<file path="src/rtl/wall_clock_pkg.sv">
// wall_clock_pkg: shared FSM encodings, digit indices, wrap limits and reset times.
package wall_clock_pkg;
    typedef enum logic [2:0] {
        RUN     = 3'd0,
        S_SEC   = 3'd1,
        S_DSEC  = 3'd2,
        S_MIN   = 3'd3,
        S_DMIN  = 3'd4,
        S_HOUR  = 3'd5,
        S_DHOUR = 3'd6
    } state_t;
    localparam int D_SEC = 0, D_DSEC = 1, D_MIN = 2, D_DMIN = 3, D_HOUR = 4, D_DHOUR = 5;
    localparam logic [3:0] LIM_UNIT = 4'd9, LIM_TENS = 4'd5;
    localparam logic [7:0] LIM_H24 = 8'h23, LIM_H12 = 8'h12;
    localparam logic [23:0] RST_24 = 24'h000000, RST_12 = 24'h120000;
    function automatic logic [3:0] wrap_inc(input logic [3:0] d, input logic [3:0] lim);
        return (d >= lim) ? 4'd0 : d + 4'd1;
    endfunction
endpackage

</file>
<file path="src/rtl/key_debounce.sv">
// key_debounce: 2-flop synchroniser, stability counter and one-cycle press pulse for an active-low key.
module key_debounce #(
    parameter int DEBOUNCE_CYCLES = 500_000
) (
    input  logic i_clk,
    input  logic i_rst,
    input  logic i_key_n,
    output logic o_press
);
    localparam int CW = $clog2(DEBOUNCE_CYCLES + 1);
    logic r_s0, r_s1, r_lvl, r_press;
    logic [CW-1:0] r_cnt;
    logic w_done;
    assign w_done = (r_s1 != r_lvl) && (r_cnt == CW'(DEBOUNCE_CYCLES - 1));
    always_ff @(posedge i_clk) begin
        if (i_rst) begin
            r_s0    <= 1'b1;
            r_s1    <= 1'b1;
            r_lvl   <= 1'b1;
            r_cnt   <= '0;
            r_press <= 1'b0;
        end else begin
            r_s0    <= i_key_n;
            r_s1    <= r_s0;
            r_cnt   <= (r_s1 == r_lvl || w_done) ? '0 : r_cnt + CW'(1);
            r_lvl   <= w_done ? r_s1 : r_lvl;
            r_press <= w_done && !r_s1;
        end
    end
    assign o_press = r_press;
endmodule

</file>
<file path="src/rtl/wall_clock_core.sv">
// wall_clock_core: single-clock BCD wall clock with prescaler, set-mode FSM and blink mask.
// Optional alarm registers and output are enabled with WALL_CLOCK_ALARM_EN.
module wall_clock_core import wall_clock_pkg::*; #(
    parameter int TICKS_PER_SEC   = 50_000_000,
    parameter int BLINK_DIV       = 25_000_000,
    parameter int DEBOUNCE_CYCLES = 500_000,
    parameter int MODE_24H        = 1
) (
    input  logic        CLOCK_50,
    input  logic        reset,
    input  logic        select_n,
    input  logic        advance_n,
    input  logic        pause,
    output logic [23:0] digits,
    output logic [5:0]  blank,
    output logic [2:0]  sel_state,
    output logic        sec_pulse
`ifdef WALL_CLOCK_ALARM_EN
    ,
    input  logic        alarm_set,
    output logic        alarm
`endif
);
    localparam int PW = $clog2(TICKS_PER_SEC);
    localparam int BW = $clog2(BLINK_DIV + 1);
    localparam logic [23:0] RST_T = (MODE_24H != 0) ? RST_24 : RST_12;
    state_t r_state, w_next;
    logic [23:0] r_t, w_tick;
    logic [PW-1:0] r_pre;
    logic [BW-1:0] r_bc;
    logic r_sp, r_ph, w_psel, w_padv, w_tc, w_set, w_adv;
    logic w_c0, w_c1, w_c2, w_c3;
    logic [5:0] w_blink;

    key_debounce #(.DEBOUNCE_CYCLES(DEBOUNCE_CYCLES)) u_sel (
        .i_clk(CLOCK_50), .i_rst(reset), .i_key_n(select_n), .o_press(w_psel));
    key_debounce #(.DEBOUNCE_CYCLES(DEBOUNCE_CYCLES)) u_adv (
        .i_clk(CLOCK_50), .i_rst(reset), .i_key_n(advance_n), .o_press(w_padv));

    function automatic logic [7:0] hour_inc(input logic [7:0] h);
        if (h == ((MODE_24H != 0) ? LIM_H24 : LIM_H12))
            return (MODE_24H != 0) ? 8'h00 : 8'h01;
        return (h[3:0] == LIM_UNIT) ? {h[7:4] + 4'd1, 4'd0} : {h[7:4], h[3:0] + 4'd1};
    endfunction

    // Per-digit edit without carry; in 12h mode both hour digits step the hour as a whole.
    function automatic logic [23:0] adv(input logic [23:0] t, input state_t s);
        logic [23:0] n;
        n = t;
        case (s)
            S_SEC:  n[D_SEC*4 +: 4]  = wrap_inc(t[D_SEC*4 +: 4], LIM_UNIT);
            S_DSEC: n[D_DSEC*4 +: 4] = wrap_inc(t[D_DSEC*4 +: 4], LIM_TENS);
            S_MIN:  n[D_MIN*4 +: 4]  = wrap_inc(t[D_MIN*4 +: 4], LIM_UNIT);
            S_DMIN: n[D_DMIN*4 +: 4] = wrap_inc(t[D_DMIN*4 +: 4], LIM_TENS);
            S_HOUR, S_DHOUR: begin
                if (MODE_24H == 0)
                    n[23:16] = hour_inc(t[23:16]);
                else if (s == S_HOUR)
                    n[D_HOUR*4 +: 4] = wrap_inc(t[D_HOUR*4 +: 4],
                        (t[D_DHOUR*4 +: 4] == LIM_H24[7:4]) ? LIM_H24[3:0] : LIM_UNIT);
                else begin
                    n[D_DHOUR*4 +: 4] = wrap_inc(t[D_DHOUR*4 +: 4], LIM_H24[7:4]);
                    if (n[D_DHOUR*4 +: 4] == LIM_H24[7:4] && t[D_HOUR*4 +: 4] > LIM_H24[3:0])
                        n[D_HOUR*4 +: 4] = LIM_H24[3:0];
                end
            end
            default: ;
        endcase
        return n;
    endfunction

    assign w_tc  = (r_state == RUN) && !pause && (r_pre == PW'(TICKS_PER_SEC - 1));
    assign w_c0  = r_t[3:0] == LIM_UNIT;
    assign w_c1  = w_c0 && r_t[7:4] == LIM_TENS;
    assign w_c2  = w_c1 && r_t[11:8] == LIM_UNIT;
    assign w_c3  = w_c2 && r_t[15:12] == LIM_TENS;
    assign w_tick = {w_c3 ? hour_inc(r_t[23:16]) : r_t[23:16],
                     w_c2 ? wrap_inc(r_t[15:12], LIM_TENS) : r_t[15:12],
                     w_c1 ? wrap_inc(r_t[11:8], LIM_UNIT) : r_t[11:8],
                     w_c0 ? wrap_inc(r_t[7:4], LIM_TENS) : r_t[7:4],
                     wrap_inc(r_t[3:0], LIM_UNIT)};
    assign w_set = (r_state != RUN) && (r_state <= S_DHOUR) && w_padv && !w_psel;
`ifdef WALL_CLOCK_ALARM_EN
    assign w_adv = w_set && !alarm_set;
`else
    assign w_adv = w_set;
`endif

    assign w_next = (r_state > S_DHOUR) ? RUN :
                    !w_psel ? r_state :
                    (r_state == S_DHOUR) ? RUN : state_t'(r_state + 3'd1);

    always_ff @(posedge CLOCK_50) begin
        if (reset) r_state <= RUN;
        else r_state <= w_next;
    end

    always_ff @(posedge CLOCK_50) begin
        if (reset) begin
            r_t   <= RST_T;
            r_pre <= '0;
            r_sp  <= 1'b0;
            r_bc  <= '0;
            r_ph  <= 1'b0;
        end else begin
            r_sp  <= w_tc;
            r_pre <= (r_state != RUN || w_tc) ? '0 : pause ? r_pre : r_pre + PW'(1);
            r_t   <= w_tc ? w_tick : w_adv ? adv(r_t, r_state) : r_t;
            r_bc  <= (r_bc == BW'(BLINK_DIV - 1)) ? '0 : r_bc + BW'(1);
            r_ph  <= r_ph ^ (r_bc == BW'(BLINK_DIV - 1));
        end
    end

`ifdef WALL_CLOCK_ALARM_EN
    logic [15:0] r_al;
    logic [23:0] w_al_adv;
    logic r_alarm;
    assign w_al_adv = adv({r_al, 8'h00}, r_state);
    always_ff @(posedge CLOCK_50) begin
        if (reset) begin
            r_al    <= RST_T[23:8];
            r_alarm <= 1'b0;
        end else begin
            r_al    <= (w_set && alarm_set) ? w_al_adv[23:8] : r_al;
            r_alarm <= (w_psel || w_padv) ? 1'b0 :
                       (w_tc && w_tick[7:0] == 8'h00) ? (w_tick[23:8] == r_al) : r_alarm;
        end
    end
    assign alarm = r_alarm;
`endif

    assign w_blink   = (r_ph && r_state != RUN && r_state <= S_DHOUR) ?
                       (6'd1 << (3'(r_state) - 3'd1)) : 6'd0;
    assign blank     = w_blink | {(MODE_24H == 0) && (r_t[23:20] == 4'd0), 5'b0};
    assign digits    = r_t;
    assign sel_state = r_state;
    assign sec_pulse = r_sp;
endmodule

</file>
<file path="config.mk">
export PLATFORM = sky130hd
export DESIGN_NAME = wall_clock_core
export DESIGN_NICKNAME = d
export VERILOG_FILES = /design/src/rtl/wall_clock_pkg.sv /design/src/rtl/key_debounce.sv /design/src/rtl/wall_clock_core.sv
export SDC_FILE = /design/constraint.sdc
export NUM_CORES = 1
export LEC_CHECK = 0
export ABC_AREA = 1
export CAP_MARGIN = 10
export CORE_MARGIN = 4
export CORE_UTILIZATION = 50
export DETAILED_ROUTE_END_ITERATION = 16
export PLACE_DENSITY = 0.69
export SYNTH_ARGS = -nofsm -noshare
export SYNTH_HDL_FRONTEND = slang
export SYNTH_SLANG_ARGS = --single-unit
</file>
<file path="constraint.sdc">
create_clock -name CLOCK_50 -period 2 [get_ports CLOCK_50]
set_input_delay 0.4 -clock CLOCK_50 [delete_from_list [all_inputs] [get_ports CLOCK_50]]
set_output_delay 0.4 -clock CLOCK_50 [all_outputs]
set_load 0.01 [all_outputs]
</file>
== After elaboration in Yosys (flattened, before gate mapping) ==
Index checks and enable logic that the tools add are counted.
Cells by class
  add/subtract/negate cells: 12
  order comparisons: 9
  eq/ne operators: 28
  shift-type cells: 1
  mux-type cells: 27
  bitwise gates (word level): 1
  reductions and logical operators: 43
Operators with widths (number)
  $mux 4: 17
  $mux 24: 2
  $mux 8: 5
  $add 19x1->19 const B: 2
  $eq 19x19->1 const B: 2
  $add 26x1->26 const B: 1
  $eq 26x26->1 const B: 1
  $add 25x1->25 const B: 1
  $eq 25x25->1 const B: 1
  $add 4x1->4 const B: 6
  $logic_and 1x1->1: 15
  $eq 4x4->1 const B: 3
  $reduce_bool 2->1: 6
  $reduce_or 2->1: 6
  $eq 3x3->1 const B: 3
  $reduce_and 3->1: 3
  $eq 4x2->1 const B: 2
  $eq 4x3->1 const B: 2
  $eq 8x6->1 const B: 1
  $ge 4x3->1 const B: 2
  $ge 4x4->1 const B: 2
  $ne 2x1->1 const B: 4
  $eq 3x2->1 const B: 2
  $mux 6: 1
  other kinds (23): 31
Word-level totals
  register bits after elaboration: 126
  output and inout bits: 34

== Depth between registers and ports, before layout ==
  word-level depth: 9
  depth in mapped cells: 14

== By module ==
From an unflattened synthesis, not the netlist that was laid out.
Unflattened totals
  cell total of the unflattened synthesis: 1014
  area total of the unflattened synthesis: 6977.9 µm²
Modules (own cells, without submodules)
  wall_clock_core: instances 1, cells an instance 684, area each 4708.3 µm², seq. area each 1601.5 µm²
  key_debounce: instances 2, cells an instance 165, area each 1134.8 µm², seq. area each 460.4 µm²

== Least setup slack after synthesis ==
Ideal clock, no wire load.
  path kind: register to register
  start point: reg r_t[20], in the netlist digits[20]
  end point: reg r_t[16], in the netlist digits[16]
  arrival: 1.819 ns
  data required time: 1.887 ns
  setup slack: 0.068 ns
  cell stages (with the launch flop): 15
  path buffers: 0
  period minus slack after synthesis: 1.932 ns
  cells stage by stage: dfxtp_1 > inv_1 > ha_1 > nand2_1 > inv_1 > ha_1 > nand2_1 > o21ai_0 > nand2_4 > nand3b_1 > nand2_1 > inv_1 > nand2_1 > nand2_1 > nor2_1
Between the ends
  word-level cells in the longest chain between the ends: 8
  elaborated cells between the ends (all ways): 19
  classes of those cells: add/sub (1); order compare (2); eq/ne (3); mux (10); reduce/logical (3)
RTL lines
  start: declaration: line wall_clock_core.sv:28  | logic [23:0] r_t, w_tick;
  start signal: assignment: line wall_clock_core.sv:108  | r_t <= w_tc ? w_tick : w_adv ? adv(r_t, r_state) : r_t;
  $eq 4x2->1: line wall_clock_core.sv:60  | (t[D_DHOUR*4 +: 4] == LIM_H24[7:4]) ? LIM_H24[3:0] : LIM_UNIT);
  $mux 4: line wall_clock_core.sv:60
  $ge 4x4->1: line wall_clock_pkg.sv:17  | return (d >= lim) ? 4'd0 : d + 4'd1;
  $mux 4: line wall_clock_pkg.sv:17
  $mux 4: line wall_clock_core.sv:58  | else if (s == S_HOUR)
  $mux 8: line wall_clock_core.sv:50  | case (s)
  $mux 24 (2 in a row): line wall_clock_core.sv:108
Several ways; a longest one is shown, not always the timed one. The select of a mux whose other input is x is not followed.
A chain may end at the register's enable or synchronous reset.

== Worst setup path after layout ==
  start point: reg r_state[0], in the netlist sel_state[0]
  end point: out blank[4]
Between the ends
  word-level cells in the longest chain between the ends: 4
  elaborated cells between the ends (all ways): 7
  classes of those cells: add/sub (1); order compare (1); shift (1); mux (1); reduce/logical (3)
RTL lines
  start: declaration: line wall_clock_core.sv:27  | state_t r_state, w_next;
  start signal: assignment: line wall_clock_core.sv:95  | else r_state <= w_next;
  branches (longest 3 deep; another with $sub 3x1->3)
  $mux 6 *: line wall_clock_core.sv:132  | assign w_blink = (r_ph && r_state != RUN && r_state <= S_DHOUR) ?
  end: declaration: line wall_clock_core.sv:15  | output logic [5:0] blank,
Mark *: on every way between the ends.

==> qor.csv <==
stage;metric;value;unit
outcome;outcome;completed;
routing;final wirelength;14.3;mm
place;# port buffers;38;
pwr;power per cell area;661;nW/um^2
sta;Period Utilization, post-route;0.981;
clock_tree;clock slew at reported path FFs;50;ps
sta;final worst slack;37.4;ps
routing;Routed Antenna Nets;0;
sta;Fin. Hold Viols;0;
hold_path;Hold Path Class;flop to flop;
synth;sequential area share after synthesis;0.373;
routing;Pre-antenna DRT Iters;5;
sta;Final setup violation count;0;
layout;n_diodes;0;
routing;Iteration-0 DRC Markers;316;
layout;filler instances;1204;
die;num rows;42;
die;Top-Level Pins;39;
clock_tree;Longest Clk Path Bufs;2;
critical_path;Crit Path Max Fanout;4;
synth;Synth Warn #;0;
clock_tree;CTS Buf Count;17;
place;placed wire-length estimate;10.3;mm
critical_path;CP cell instances;inv_4 -> nand2_2 -> inv_2 -> ha_4 -> inv_4 -> nor3_2 -> buf_2;
die;chip height;124;um
die;core footprint;13200;sq um
sta;Layout Skew;6.42;ps
layout;Layout Area Growth over Synthesis;25.5;%
sta;minimum clock period;1960;ps
sta;worst relative slew slack;0.757;
synth;Synth Register Bits;126;
critical_path;R2R cell count;12;
pwr;Pleak;0.00324;uW
synth;post-synth net total;979;
clock_tree;root buffer cell;clkbuf_16;
routing;wire per inst;11.6;um
synth;largest area contributor in the netlist;dfxtp_1;
global_routing;initial antenna violation count;0;
synth;area of the mapped netlist;6760;sq um
global_routing;grt ovf;0;
hold_path;worst hold path stage count;1;
routing;DRC viols;0;
clock_tree;H-tree depth;4;
layout;Nets;1080;
critical_path;slowest cell delay on critical path;370;ps
die;Starting Density;0.510;
routing;vias per cell;4.91;
synth;Yosys cell types;44;
global_routing;All-Layer GR Usage;0.189;
global_routing;pin count of the biggest net entering global routing;26;
synth;Synth Flop Type;dfxtp_1;
critical_path;CP Launch Type;flop;
sta;Final Max Slew Viols;0;
sta;RSZ-0062 raised after global routing;true;
synth;largest cells by area after synthesis;dfxtp_1 37%, nand2_1 10%, nor2_1 8.6%, inv_1 6.3%, xor2_1 4.7%;
die;Die X;124;um
synth;fraction of registers with async set/reset;0;
job;maxcap violations;0;
critical_path;arrival time worst endpoint;1560;ps
clock_tree;clock sinks;126;
clock_tree;hold_buf cts;0;
pwr;VDD IR max;0.511;mV
synth;EDFF count, synth;0;
global_routing;vias in the first global route;5702;
critical_path;Worst Path Buf+Inv;4;
place;Placer Congestion;0.858;
sta;FMAX;0.510;GHz
critical_path;Required @ worst endpoint;1600;ps
critical_path;CP Depth;7;
pwr;Power Total;5610;uW
routing;vias;6083;
critical_path;critical path class;flop to output port;
layout;ratio of cells with drive above 1 in the final layout;0.190;
die;die area;15400;sq um
critical_path;crit end category;output port;
clock_tree;CTS tree;built;
clock_tree;Clock Latency Late Sink;410;ps
global_routing;first-pass GRT wire length;25.2;mm
critical_path;cell mode on critical path;inv_4;
synth;Synth Instances;950;
synth;share of the synthesized area in the top cell type;0.373;
synth;Avg Inst Size Synth;7.11;sq um
critical_path;Top delay family on crit path;flip-flops;
critical_path;Critical-path top delay cell;dfxtp_4;
place;Place WS;-177;ps
sta;Slew @ Worst Pin;361;ps
==> path summary, 6_finish.rpt <==
kind	end	startpoint	slack, ps
worst min register to register	u_sel.r_s1	u_sel.r_s0	410
worst min-delay path	u_sel.r_s1	u_sel.r_s0	410
worst max-delay path	blank[4]	sel_state[0]	40
worst max register to register	digits[19]	digits[5]	160
==> per-layer routing <==
metal / part of all wire / wire length, um / track usage / vias up
li1: - / - / - / 3239
met1: 0.48 / 6940 / 0.248 / 2740
met2: 0.47 / 6760 / 0.309 / 83
met3: 0.029 / 409 / 0.0339 / 21
met4: 0.016 / 230 / 0.0735 / 0
met5: 0 / 0 / 0 / -
==> where the power goes <==
group	leakage, uW	internal [uW]	switching [uW]	total, uW
clock network	0.000281	1920	1040	2960
registers	0.00102	2520	10.1	2530
logic	0.00194	47.7	60.7	108
total	0.00324	4490	1110	5610
==> repair_timing <==
action                     CTS  global route
hold endpoints to repair     0             0
resized for setup           29            50
setup endpoints to repair    6            34
pin swaps                    0             9
buffers inserted             1             3
==> cell usage in the layout (no fill, tap or decap), types with 3 or more instances in the layout <==
cell and n:
nand2_1 181, nor2_1 147, dfxtp_1 122, inv_1 108
buf_4 50, nand3_1 43, a21oi_1 42, xor2_1 34
nor3_1 32, clkdlybuf4s50_1 32, nand4_1 22, ha_1 22
nand2_2 18, nor2_2 18, clkbuf_16 17, inv_2 14
nor2_4 12, xnor2_1 12, nor3_2 11, nor3b_1 11
o21ai_0 11, nor4_1 10, or2_2 8, nand3_2 6
buf_2 6, o21ai_1 5, clkbuf_1 5, nand3b_1 4
nand3_4 3, o21a_1 3, o21ai_2 3, a31oi_1 3
clkinv_2 3, clkbuf_8 3, buf_12 3, dfxtp_2 3
==> worst reg2reg max path, delay by kind of cell (launching register included) <==
family,cells,cell delay (ps)
buffers and inverters,2,120
adder cells (fa/ha/maj),1,140
flip-flops,1,320
AND/OR/NAND/NOR,9,1140
==> cells in the mapped netlist (all sizes together) (2+ instances only) <==
| library cell | n |
|---|---|
| a211oi | 2 |
| a21boi | 2 |
| a21oi | 43 |
| a31o | 2 |
| a31oi | 3 |
| buf | 9 |
| clkbuf | 2 |
| dfxtp | 126 |
| ha | 24 |
| inv | 124 |
| nand2 | 201 |
| nand3 | 52 |
| nand3b | 4 |
| nand4 | 24 |
| nor2 | 177 |
| nor3 | 43 |
| nor3b | 12 |
| nor4 | 11 |
| o21a | 3 |
| o21ai | 21 |
| o21bai | 2 |
| or2 | 11 |
| xnor2 | 12 |
| xor2 | 36 |
==> stage by stage <==
step | TNS (ps) | hold slack (ps) | cell area [sq um] | instances | utilization
after floorplan | 0 | 389 | 6760 | 950 | -
after global placement | -3370 | 393 | 7720 | 1204 | 0.583
after detailed placement | -3520 | 393 | 7720 | 1204 | 0.583
after CTS | -8.75 | 413 | 8300 | 1236 | 0.627
after global routing | -75.5 | 426 | 8490 | 1239 | 0.641
final | 0 | 410 | 8490 | 1239 | 0.641
==> state kept, by name, indices dropped and copies added, names as in the netlist <==
signal	cells
sel_state	3
u_sel.r_s0	1
r_pre	26
u_sel.r_s1	1
u_adv.r_s0	1
r_bc	25
u_sel.o_press	1
u_adv.r_cnt	19
u_adv.r_lvl	1
r_ph	1
u_sel.r_cnt	19
sec_pulse	1
u_adv.o_press	1
u_sel.r_lvl	1
u_adv.r_s1	1
digits	24
==> cell families (layout without fill, tap and decap cells) <==
group           after synthesis  after routing  synth area share
fa+ha+maj                    24             24            0.0444
buf+inv                     135            248            0.0777
compound gates               80             80            0.0700
xor+xnor                     48             48            0.0622
simple gates                537            537             0.372
flops                       126            126             0.373
==> final cells by class <==
cell class | count | area, sq um | share of cell area
Tap cell | 176 | 220 | 0.0260
Sequential cell | 126 | 2530 | 0.298
Timing Repair Buffer | 93 | 808 | 0.0953
Clock inverter | 6 | 83.8 | 0.00988
Clock buffer | 25 | 485 | 0.0572
Inverter | 124 | 470 | 0.0554
Multi-Input combinational cell | 689 | 3890 | 0.458
(Power assumes the default switching activity.)
